--- src/rtl/lrpt_sync_pkg.sv ---
// rtl/lrpt_sync_pkg.sv - shared unique-word constants and framer state type
package lrpt_sync_pkg;

  localparam logic [7:0] SYNC_WORD_DEF      = 8'h27;
  localparam int         SYNC_LEN_DEF       = 8;
  localparam int         BITS_PER_FRAME_DEF = 80;

  typedef enum logic [1:0] {
    IDLE,
    SYNC,
    PAYLOAD
  } uw_ins_state_t;

endpackage

--- src/rtl/uw_out_stage.sv ---
// rtl/uw_out_stage.sv - single-bit output register with sideband and slot_free
module uw_out_stage #(
  parameter int IDX_W = 7
) (
  input  logic             clk,
  input  logic             rst_in,
  input  logic             load,
  input  logic             data_d,
  input  logic             valid_d,
  input  logic             sof_d,
  input  logic             fill_d,
  input  logic [IDX_W-1:0] idx_d,
  input  logic             ready_in,
  output logic             data_out,
  output logic             valid_out,
  output logic             sof_out,
  output logic             fill_out,
  output logic [IDX_W-1:0] bit_idx,
  output logic             slot_free
);

  // The register may take a new bit when empty or when downstream drains it.
  assign slot_free = !valid_out || ready_in;

  // Load the whole bit plus sideband together; hold everything otherwise.
  always_ff @(posedge clk or posedge rst_in) begin
    if (rst_in) begin
      data_out  <= 1'b0;
      valid_out <= 1'b0;
      sof_out   <= 1'b0;
      fill_out  <= 1'b0;
      bit_idx   <= '0;
    end else if (load && slot_free) begin
      data_out  <= data_d;
      valid_out <= valid_d;
      sof_out   <= sof_d;
      fill_out  <= fill_d;
      bit_idx   <= idx_d;
    end
  end

endmodule

--- src/rtl/uw_sync_insert.sv ---
// rtl/uw_sync_insert.sv - unique-word framer; UW_SYNC_FILL_EN enables fill bits on underrun
module uw_sync_insert
  import lrpt_sync_pkg::*;
#(
  parameter int                  BITS_PER_FRAME = BITS_PER_FRAME_DEF,
  parameter int                  SYNC_LEN       = SYNC_LEN_DEF,
  parameter logic [SYNC_LEN-1:0] SYNC_WORD      = SYNC_WORD_DEF,
  parameter int                  FRAME_CNT_W    = 16,
  parameter logic                FILL_BIT       = 1'b0
) (
  input  logic                              clk,
  input  logic                              rst_in,
  input  logic                              data_in,
  input  logic                              valid_in,
  output logic                              ready_out,
  output logic                              data_out,
  output logic                              valid_out,
  input  logic                              ready_in,
  output logic                              sof_out,
  output logic                              fill_out,
  output logic [$clog2(BITS_PER_FRAME)-1:0] bit_idx,
  output logic [FRAME_CNT_W-1:0]            frame_cnt
);

  localparam int IDX_W = $clog2(BITS_PER_FRAME);
  localparam int SW    = (SYNC_LEN > 1) ? $clog2(SYNC_LEN) : 1;

  if (SYNC_LEN >= BITS_PER_FRAME) begin : g_bad_cfg
    $error("uw_sync_insert: SYNC_LEN must be smaller than BITS_PER_FRAME");
  end

  uw_ins_state_t    state, state_nx;
  logic [IDX_W-1:0] pos, pos_nx;
  logic             frame_done;
  logic             slot_free;
  logic             ld, ld_data, ld_valid, ld_sof, ld_fill;
  logic [IDX_W-1:0] ld_idx;
  logic [SW-1:0]    sync_sel;

  // Unique word goes out MSB first; pos is below SYNC_LEN whenever this is used.
  assign sync_sel  = SW'(SYNC_LEN - 1) - SW'(pos);
  assign ready_out = (state == PAYLOAD) && slot_free;

  // State, position and frame counter; a reset drops any partial frame.
  always_ff @(posedge clk or posedge rst_in) begin
    if (rst_in) begin
      state     <= IDLE;
      pos       <= '0;
      frame_cnt <= '0;
    end else begin
      state <= state_nx;
      pos   <= pos_nx;
      if (frame_done) frame_cnt <= frame_cnt + FRAME_CNT_W'(1);
    end
  end

  // Next state and output-stage load values.
  always_comb begin
    state_nx   = state;
    pos_nx     = pos;
    frame_done = 1'b0;
    ld         = 1'b0;
    ld_data    = 1'b0;
    ld_valid   = 1'b0;
    ld_sof     = 1'b0;
    ld_fill    = 1'b0;
    ld_idx     = pos;
    case (state)
      IDLE: begin
        if (valid_in) begin
          state_nx = SYNC;
          pos_nx   = '0;
        end
      end
      SYNC: begin
        if (slot_free) begin
          ld       = 1'b1;
          ld_data  = SYNC_WORD[sync_sel];
          ld_valid = 1'b1;
          ld_sof   = (pos == '0);
          pos_nx   = pos + IDX_W'(1);
          if (pos == IDX_W'(SYNC_LEN - 1)) state_nx = PAYLOAD;
        end
      end
      PAYLOAD: begin
        if (slot_free) begin
          ld = 1'b1;
          if (valid_in) begin
            ld_data  = data_in;
            ld_valid = 1'b1;
          end else begin
            // Underrun: the data value is only meaningful when flagged as fill.
            ld_data  = FILL_BIT;
`ifdef UW_SYNC_FILL_EN
            ld_valid = 1'b1;
            ld_fill  = 1'b1;
`else
            ld_valid = 1'b0;
`endif
          end
          // Position advances only for bits actually placed on the stream.
          if (ld_valid) begin
            if (pos == IDX_W'(BITS_PER_FRAME - 1)) begin
              pos_nx     = '0;
              state_nx   = SYNC;
              frame_done = 1'b1;
            end else begin
              pos_nx = pos + IDX_W'(1);
            end
          end
        end
      end
      default: state_nx = IDLE;
    endcase
  end

  uw_out_stage #(.IDX_W(IDX_W)) u_out (
    .clk       (clk),
    .rst_in    (rst_in),
    .load      (ld),
    .data_d    (ld_data),
    .valid_d   (ld_valid),
    .sof_d     (ld_sof),
    .fill_d    (ld_fill),
    .idx_d     (ld_idx),
    .ready_in  (ready_in),
    .data_out  (data_out),
    .valid_out (valid_out),
    .sof_out   (sof_out),
    .fill_out  (fill_out),
    .bit_idx   (bit_idx),
    .slot_free (slot_free)
  );

endmodule

--- config.mk ---
export PLATFORM = sky130hd
export DESIGN_NAME = uw_sync_insert
export DESIGN_NICKNAME = d
export VERILOG_FILES = /design/src/rtl/lrpt_sync_pkg.sv /design/src/rtl/uw_out_stage.sv /design/src/rtl/uw_sync_insert.sv
export SDC_FILE = /design/constraint.sdc
export NUM_CORES = 1
export LEC_CHECK = 0
export BUFFER_PORTS_ARGS = -buffer_cell sky130_fd_sc_hd__buf_2
export CAP_MARGIN = 10
export CORE_ASPECT_RATIO = 0.6
export CORE_MARGIN = 4
export CORE_UTILIZATION = 55
export CTS_CLUSTER_SIZE = 16
export DETAILED_ROUTE_END_ITERATION = 7
export PLACE_DENSITY = 0.85
export SLEW_MARGIN = 20
export SYNTH_ARGS = -nofsm -noshare
export SYNTH_HDL_FRONTEND = slang
export SYNTH_HIERARCHICAL = 1
export SYNTH_SLANG_ARGS = --single-unit
--- constraint.sdc ---
create_clock -name clk -period 2.2 [get_ports clk]
set_input_delay 0.11 -clock clk [delete_from_list [all_inputs] [get_ports clk]]
set_output_delay 0.11 -clock clk [all_outputs]
set_load 0.01 [all_outputs]
==> impl_metrics.yaml, run 1 <==
status:
  status: "finished, final reports clean"
clock_tree:
  clock-root-buffer: "clkbuf_8"
  cts.clk_slew.worst_paths_ps: 70
  cts_inserted_buffers: 5
  cts_max_level: 2
  clock_path_buffers: 2
  cts_tree: "yes"
  clock_sinks: 36
  insertion_delay_ps: 290
timing:
  fmax_ghz: 0.4967
  period_share_pct: 91.52
  tns_ps: 0
  hold_viol: 0
  setup_viol: 0
  skew_ps: 4.234
  slew_headroom_pct: 38.18
  worst_slew_pin_slew_ps: 926.3
  rsz0062_at_grt: "no"
  maxSlewViolCount: 0
  period_needed_ps: 2013
  holdWs_ps: 158.6
setup_path:
  path_class: "flip-flop to flip-flop"
  end_kind: "flip-flop"
  cp.required_ps: 2370
  startpoint_type: "flip-flop"
  regToRegStartpoint: "ld_idx[0]"
  critical_path_arrival_ps: 2190
  startpoint: "ld_idx[0]"
  crit_fanout: 7
detailed_routing:
  wl_per_cell_microns: 16.06
  num_vias: 1443
  drtPass1Iterations: 5
  ant_nets: 0
  drt-initial-drc-count: 73
  wl_mm: 3.998
  via_per_inst: 5.795
  drcViolationCount: 0
floorplan:
  num_rows: 15
  fp.dieW_microns: 82.63
  start_util_pct: 60.83
  core_region_area_sq_mm: 0.003022
  die_y_microns: 52.78
  die-area_sq_mm: 0.004361
  ioPinCount: 33
global_route:
  grt_pass1_wl_mm: 6.561
  grt_pass1_vias: 1395
  grt_max_degree: 26
  gr-total-overflow: 0
  track_usage_pct: 20.63
  antenna_found_initial: 0
yosys:
  synth-seq-cells: 36
  synth_warnings: 6
  synth-seq-area-share_pct: 49.01
  synth_area_per_cell_sq_um: 11.01
  netlist_area_sq_mm: 0.001838
  async_flop_share_pct: 100.0
  ys_types: 40
  synth_edf_count: 0
  synthCells: 167
  syn_nets: 179
  synth_ff_type: "dfrtp_1"
place:
  port_buffers: 32
  gp_congestion: 0.8906
  dp_hpwl_mm: 2.822
  placed_cells: 238
pwr:
  leakage_uw: 0.001124
  p_total_uw: 1960
  irDropWorstVdd_mv: 0.7135
  power_density_mw_per_mm2: 902.5
worst_hold_path:
  worstHoldStart: "ready_in"
  min_path_type: "primary input to flip-flop"
finish:
  area_delta_synth_final_pct: 18.18
  layout.cells.non_filler: 249
  fin_nets: 218
  n_antenna_cell: 0
  drive_gt1_share_pct: 29.47
job:
  cap_violations: 0
Yosys cell counts, drive strengths merged (2+ instances only):
cell    number  area, sq um
dfrtp       36        900.9
xnor2       13        113.9
inv         12        45.04
nand2       12        52.55
nand3       12        60.06
mux2        11        123.9
o21ai       11        55.05
and3         7        43.79
ha           7        87.58
nor2         7        26.28
a21oi        3        15.01
clkbuf       3        21.27
nand4        3        18.77
nor4         3        48.80
a22o         2        17.52
and4         2        17.52
mux2i        2        20.02
nand2b       2        20.02
or3          2        17.52
or3b         2        20.02
xor2         2        17.52
per-stage QoR:
stage / utilization, % / setup WS, ps / cell area, sq um
finish: 71.88 / 186.6 / 2172
global route: 71.88 / 28.05 / 2172
CTS: 71.14 / 74.86 / 2150
detailed placement: 67.16 / 48.06 / 2029
global placement: 67.16 / 151.2 / 2029
floorplan: - / 347.4 / 1838
logic make-up after synthesis:
| group | count (synthesis) | synth area share (%) |
|---|---|---|
| compound gates | 25 | 8.646 |
| other cells | 1 | 0.2040 |
| simple gates | 55 | 18.79 |
| mux | 13 | 7.829 |
| flops | 36 | 49.01 |
| xor+xnor | 15 | 7.148 |
| buf+inv | 15 | 3.608 |
| fa+ha+maj | 7 | 4.765 |
layout by cell type, fill, tap and decap left out, types with 2 or more instances in the layout:
master    instances
a21oi_1           3
a22o_1            2
and3_1            7
and4_1            2
buf_2            32
buf_4             2
clkbuf_8          5
dfrtp_1          36
ha_1              6
inv_1            12
mux2_2           11
mux2i_1           2
nand2_1          11
nand3_1          12
nand4_1           3
nor2_1            7
nor4_4            2
o21ai_0          10
xnor2_1          13
xor2_1            2
worst max-delay path: stages (launching register included):
cell and delay, ps:
dfrtp_1 470, ha_1 280, nand3_1 260, nor4_4 530
nand4_1 190, xnor2_1 170
layer usage:
| layer | GRT usage (%) | part of all wire, % | vias up |
|---|---|---|---|
| met5 | 0 | 0 | - |
| met4 | 8.424 | 1.1 | 0 |
| met3 | 5.498 | 6.8 | 7 |
| met2 | 32.31 | 49 | 75 |
| met1 | 27.17 | 44 | 689 |
| li1 | - | - | 672 |
layout make-up:
type                    instances  area [sq um]
inverters                      12         45.04
clock inverters                 2         35.03
clock buffers                   6         72.57
multi-input cells             116         880.8
fillers                       219         849.6
repair buffers                 35         185.2
well taps                      42         52.55
flip-flops and latches         36         900.9
sequential cells by signal, indices dropped and copies added (netlist names):
| name | cells |
|---|---|
| frame_cnt | 16 |
| ld_idx | 7 |
| state | 2 |
| u_out/bit_idx | 7 |
| u_out/data_out | 1 |
| u_out/fill_out | 1 |
| u_out/sof_out | 1 |
| u_out/valid_out | 1 |
timing repair:
| item | 4_1_cts | 5_1_grt |
|---|---|---|
| gates resized for setup | 1 | 2 |
| cloned | 0 | 0 |
| hold endpoints to repair | 11 | 0 |
| setup endpoints to repair | 1 | 7 |
| hold buffers | 1 | 0 |
| pin swaps | 0 | 2 |
| setup buffers | 0 | 2 |
final timing paths:
path | end | slack, ps | depth (start not counted)
setup reg to reg | frame_cnt[14] | 190 | 5
min in group asynchronous | u_out/valid_out | 360 | 3
hold / removal | u_out/valid_out | 160 | 3
setup / recovery | frame_cnt[14] | 190 | 5
hold reg to reg | frame_cnt[15] | 470 | 1
max in group asynchronous | ld_idx[3] | 1060 | 3
where the power goes:
part | internal (uW) | total (uW) | switching [uW] | leakage (uW)
clock | 336 | 568 | 232 | 0.0000552
sequential | 733 | 795 | 61.2 | 0.000493
combinational | 252 | 598 | 346 | 0.000576
total | 1320 | 1960 | 638 | 0.00112
Power figures use the tool's default switching activity.
==> inputs of run 2 (changes only) <==
Settings changed: CORE_MARGIN 4 to default, SYNTH_HIERARCHICAL 1 to default.
==> run 2 against run 1 <==
Clock-buffer cell count did not move; sequential cell count fell by 1; highest routed layer unchanged; via count fell by 2.2%; sequential power fell by 3.1%; critical path depth did not move; worst hold slack got worse by 19 ps; critical path type unchanged; clock power fell by 4.4%; non-clock buffer count fell by 2; synthesized cell count rose by 4.2%; setup slack got worse by 13 ps.
==> impl_metrics.yaml, run 2 <==
detailed_routing:
  ant_nets: 0
  wl_per_cell_microns: 15.57
  drt-initial-drc-count: 107
  via_per_inst: 5.644
  num_vias: 1411
  drtPass1Iterations: 4
  wl_mm: 3.892
  drcViolationCount: 0
yosys:
  synth_area_leaders: "dfrtp_1 48%, xor2_1 5.7%, nor3_2 4.9%"
  ys_types: 44
  netlist_top_cells_count: "35 x dfrtp_1, 16 x nand2_1, 14 x o21ai_0, 12 x xor2_1, 11 x nor2_1"
  synth-seq-area-share_pct: 47.78
  syn_nets: 186
  netlist_area_sq_mm: 0.001833
  synth-seq-cells: 35
  synth_area_per_cell_sq_um: 10.53
  async_flop_share_pct: 100.0
  synth_edf_count: 0
  synth.most_common_cell: "dfrtp_1"
  synth_ff_type: "dfrtp_1"
  synth_top_area_share_pct: 47.78
  synth_top_area_cell: "dfrtp_1"
  synth_warnings: 0
  synthCells: 174
timing:
  holdWs_ps: 139.2
  setup_viol: 0
  skew_ps: 9.778
  slew_headroom_pct: 61.91
  worst_slew_pin_slew_ps: 566.2
  fmax_ghz: 0.4935
  period_needed_ps: 2026
  tns_ps: 0
  rsz0062_at_grt: "no"
  hold_viol: 0
  maxSlewViolCount: 0
  period_share_pct: 92.11
setup_path:
  critical_path_arrival_ps: 2170
  crit_fanout: 6
  regToRegSetupSlack_ps: 170
  path_class: "flip-flop to flip-flop"
  startpoint_type: "flip-flop"
  cp.required_ps: 2340
  end_kind: "flip-flop"
place:
  dp_hpwl_mm: 2.805
  placed_cells: 242
  gp_congestion: 0.8712
  port_buffers: 31
global_route:
  grt_pass1_wl_mm: 6.341
  track_usage_pct: 24.23
  antenna_found_initial: 0
  gr-total-overflow: 0
  grt_pass1_vias: 1321
  grt_max_degree: 36
pwr:
  power_density_mw_per_mm2: 843.7
  irDropWorstVdd_mv: 0.4327
  p_total_uw: 1804
  leakage_uw: 0.001094
floorplan:
  die-area_sq_mm: 0.003575
  ioPinCount: 33
  num_rows: 15
  core_region_area_sq_mm: 0.003022
  fp.dieW_microns: 76.53
  die_y_microns: 46.72
  start_util_pct: 60.66
finish:
  layout.cells.non_filler: 250
  drive_gt1_share_pct: 29.33
  largest_register_ff_count: 16
  multi_input_area_sq_um: 900.9
  fillers: 221
  fin_nets: 220
  layout_commonest_cell: "dfrtp_1"
  top_register: "frame_cnt"
  n_antenna_cell: 0
  register_area_sq_um: 875.8
  area_delta_synth_final_pct: 16.66
  final_cell_mix: "35 x dfrtp_1, 31 x buf_2, 16 x nand2_1"
clock_tree:
  cts_inserted_buffers: 5
  cts_max_level: 2
  clock_path_buffers: 2
  insertion_delay_ps: 290
  post_cts_buffers: 0
  cts_tree: "yes"
  cts.clk_slew.worst_paths_ps: 70
  clock_sinks: 35
  clock-root-buffer: "clkbuf_8"
status:
  status: "finished, final reports clean"
worst_hold_path:
  min_path_type: "primary input to flip-flop"
job:
  cap_violations: 0
==> run 2: changes by cell type after synthesis, moves of 4 or more <==
cell	change
xor2_1	+10
nor2_1	+4
nand3_1	-7
nor3_2	+9
and3_1	-5
xnor2_1	-10
mux2_2	-6
nand2_1	+5
==> run 2: cell type report <==
cell class	count	area share (%)
multi-input cells	124	42.13
flip-flops and latches	35	40.96
repair buffers	33	8.075
clock buffers	6	3.394
well taps	42	2.458
inverters	9	1.580
clock inverters	1	1.404
==> run 2: path summary, 6_finish.rpt <==
path                                from          endpoint  cells after the start
min in group asynchronous         rst_in  u_out.bit_idx[3]                      4
hold / removal                   data_in    u_out.data_out                      3
setup reg to reg               ld_idx[0]         ld_idx[3]                      5
setup / recovery               ld_idx[0]         ld_idx[3]                      5
max in group asynchronous         rst_in          state[0]                      4
hold reg to reg            frame_cnt[15]     frame_cnt[15]                      1
==> run 2: worst max-delay path: stages, from the launching register on <==
cell,delay [ps]
dfrtp_1,450
ha_1,300
nand3_2,190
o31ai_2,400
or2_0,380
o21ai_0,160
==> run 2: what timing repair did <==
action,CTS,global route
hold endpoints to repair,35,0
gates resized for setup,0,2
setup endpoints to repair,0,3
hold buffers,1,0
==> run 2: metrics by stage <==
step                setup WS [ps]  utilization (%)  cell area, sq um
global route                75.42            70.77              2138
floorplan                   401.3                -              1833
finish                      173.5            70.77              2138
CTS                         110.5            70.35              2126
detailed placement          147.3            66.63              2013
global placement            279.9            66.63              2013
==> run 2: power breakdown <==
group	switching [uW]	internal, uW
Combinational	307	184
Clock	212	332
Sequential	60.5	710
==> run 2: metal layers <==
layer / global-route usage, % / routed length (microns) / up-vias
li1: - / - / 667
met2: 40.18 / 1841 / 53
met1: 31.59 / 1749 / 683
met3: 6.139 / 246 / 8
met4: 10.00 / 55 / 0
met5: 0 / 0 / -
==> run 2: kinds of logic (layout without fill, tap and decap cells) <==
family          after synthesis  in the layout  synth area share (%)
xor+xnor                     15             15                 7.167
flops                        35             35                 47.78
simple gates                 65             65                 21.78
compound gates               28             28                 9.693
mux                           8              8                 4.846
other cells                   1              1                0.2046
fa+ha+maj                     7              7                 4.778
buf+inv                      15             49                 3.754
==> inputs of run 3 (changes only) <==
Settings changed: RECOVER_POWER from default to 100.
==> run 3 against run 2 <==
Setup slack gained 2.3 ps; cell count is the same; clock-buffer cell count is the same; first-iteration DRC count grew 1.9%; clock power is essentially flat; global-route usage is the same; worst hold slack gained 1.3 ps; largest power group unchanged; highest routed layer unchanged.
==> impl_metrics.yaml, run 3 (same netlist as run 2, synthesis figures left out) <==
status:
  status: "finished, final reports clean"
global_route:
  grt_pass1_wl_mm: 6.341
  gr-total-overflow: 0
  track_usage_pct: 24.23
  grt_max_degree: 36
  grt_pass1_vias: 1321
  antenna_found_initial: 0
floorplan:
  die-area_sq_mm: 0.003575
  start_util_pct: 60.66
  num_rows: 15
  ioPinCount: 33
  die_y_microns: 46.72
  fp.dieW_microns: 76.53
  core_region_area_sq_mm: 0.003022
finish:
  fin_nets: 220
  fin_area_sq_mm: 0.002049
  largest_register_ff_count: 16
  n_antenna_cell: 0
  final_cell_mix: "35 x dfrtp_1, 28 x clkbuf_1, 16 x nand2_1"
  final_util_pct: 67.83
  layout_commonest_cell: "dfrtp_1"
  top_register: "frame_cnt"
  drive_gt1_share_pct: 11.54
  area_delta_synth_final_pct: 11.81
worst_hold_path:
  whs_endpoint: "u_out.data_out"
  min_path_type: "primary input to flip-flop"
  worstHoldStart: "data_in"
  hold_path_depth: 3
setup_path:
  critical_path_arrival_ps: 2160
  startpoint_type: "flip-flop"
  reg2reg_depth: 5
  path_class: "flip-flop to flip-flop"
  reg2reg_to: "ld_idx[3]"
  end_kind: "flip-flop"
  cp.required_ps: 2340
  regToRegSetupSlack_ps: 180
  crit_fanout: 6
  regToRegStartpoint: "ld_idx[0]"
job:
  cap_violations: 0
timing:
  worst_slew_pin_slew_ps: 823.4
  maxSlewViolCount: 0
  holdWs_ps: 140.5
  slew_headroom_pct: 45.11
  setup_viol: 0
  rsz0062_at_grt: "no"
  period_share_pct: 92.01
  fmax_ghz: 0.4940
  skew_ps: 11.74
  period_needed_ps: 2024
  tns_ps: 0
  hold_viol: 0
pwr:
  irDropWorstVdd_mv: 0.4330
  leakage_uw: 0.0009699
  power_density_mw_per_mm2: 875.0
  p_total_uw: 1793
place:
  dpl-instance-area_sq_mm: 0.002013
  dp_hpwl_mm: 2.805
  gp_congestion: 0.8712
  port_buffers: 31
detailed_routing:
  drtPass1Iterations: 4
  via_per_inst: 5.644
  drt-initial-drc-count: 109
  ant_nets: 0
  wl_mm: 3.910
  drcViolationCount: 0
  num_vias: 1411
  wl_per_cell_microns: 15.64
clock_tree:
  cts.clk_slew.worst_paths_ps: 70
  cts_tree: "yes"
  post_cts_buffers: 0
  clock-root-buffer: "clkbuf_8"
  clock_path_buffers: 2
  clock_sinks: 35
  insertion_delay_ps: 290
  cts_max_level: 2
  cts_inserted_buffers: 5
-- run 3: what timing repair did --
action,4_1_cts,5_1_grt
hold buffers,1,0
endpoints found under the hold margin,35,0
gates resized for setup,0,2
endpoints found under the setup margin,0,3
-- run 3: worst max path at each step --
stage	startpoint	to	slack, ps	depth (start not counted)
5_1_grt	state[0]	frame_cnt[15]	50	6
2_1_floorplan	ld_idx[0]	state[0]	400	6
6_report	ld_idx[0]	ld_idx[3]	180	5
4_1_cts	ld_idx[0]	frame_cnt[15]	110	6
3_5_place_dp	ld_idx[0]	frame_cnt[15]	150	6
3_3_place_gp	ld_idx[0]	frame_cnt[15]	280	6
-- run 3: routing by layer --
metal,up-vias,share of wire (%),GRT usage (%)
met5,-,0,0
met4,0,0.74,10.00
met3,6,4.8,6.139
met2,41,48,40.18
met1,699,46,31.59
li1,665,-,-
-- run 3: report_power, final --
part | internal (uW) | total (uW) | switching [uW] | leakage, uW
clock | 332 | 540 | 209 | 0.0000513
combinational | 172 | 481 | 309 | 0.000443
sequential | 710 | 772 | 62.1 | 0.000476
total | 1210 | 1790 | 580 | 0.000970
-- run 3: layout make-up --
| type | count | area, sq um |
|---|---|---|
| fill | 244 | 972.2 |
| clock buffer | 6 | 72.57 |
| sequential | 35 | 875.8 |
| tap | 42 | 52.55 |
| multi-input combinational | 124 | 848.3 |
| timing repair buffer | 33 | 136.4 |
| clock inverter | 1 | 30.03 |
| inverter | 9 | 33.78 |
-- run 3: metrics by stage --
stage          worst slack, ps  instances
3_3_place_gp             279.9        242
5_1_grt                  50.23        250
6_report                 175.9        250
3_5_place_dp             147.3        242
4_1_cts                  110.5        250
2_1_floorplan            401.3        174
-- run 3: worst max-delay path, cell delays in order, from the launching register on --
cell	delay, ps
dfrtp_1	450
ha_1	300
nand3_2	190
o31ai_2	410
or2_0	380
o21ai_0	160
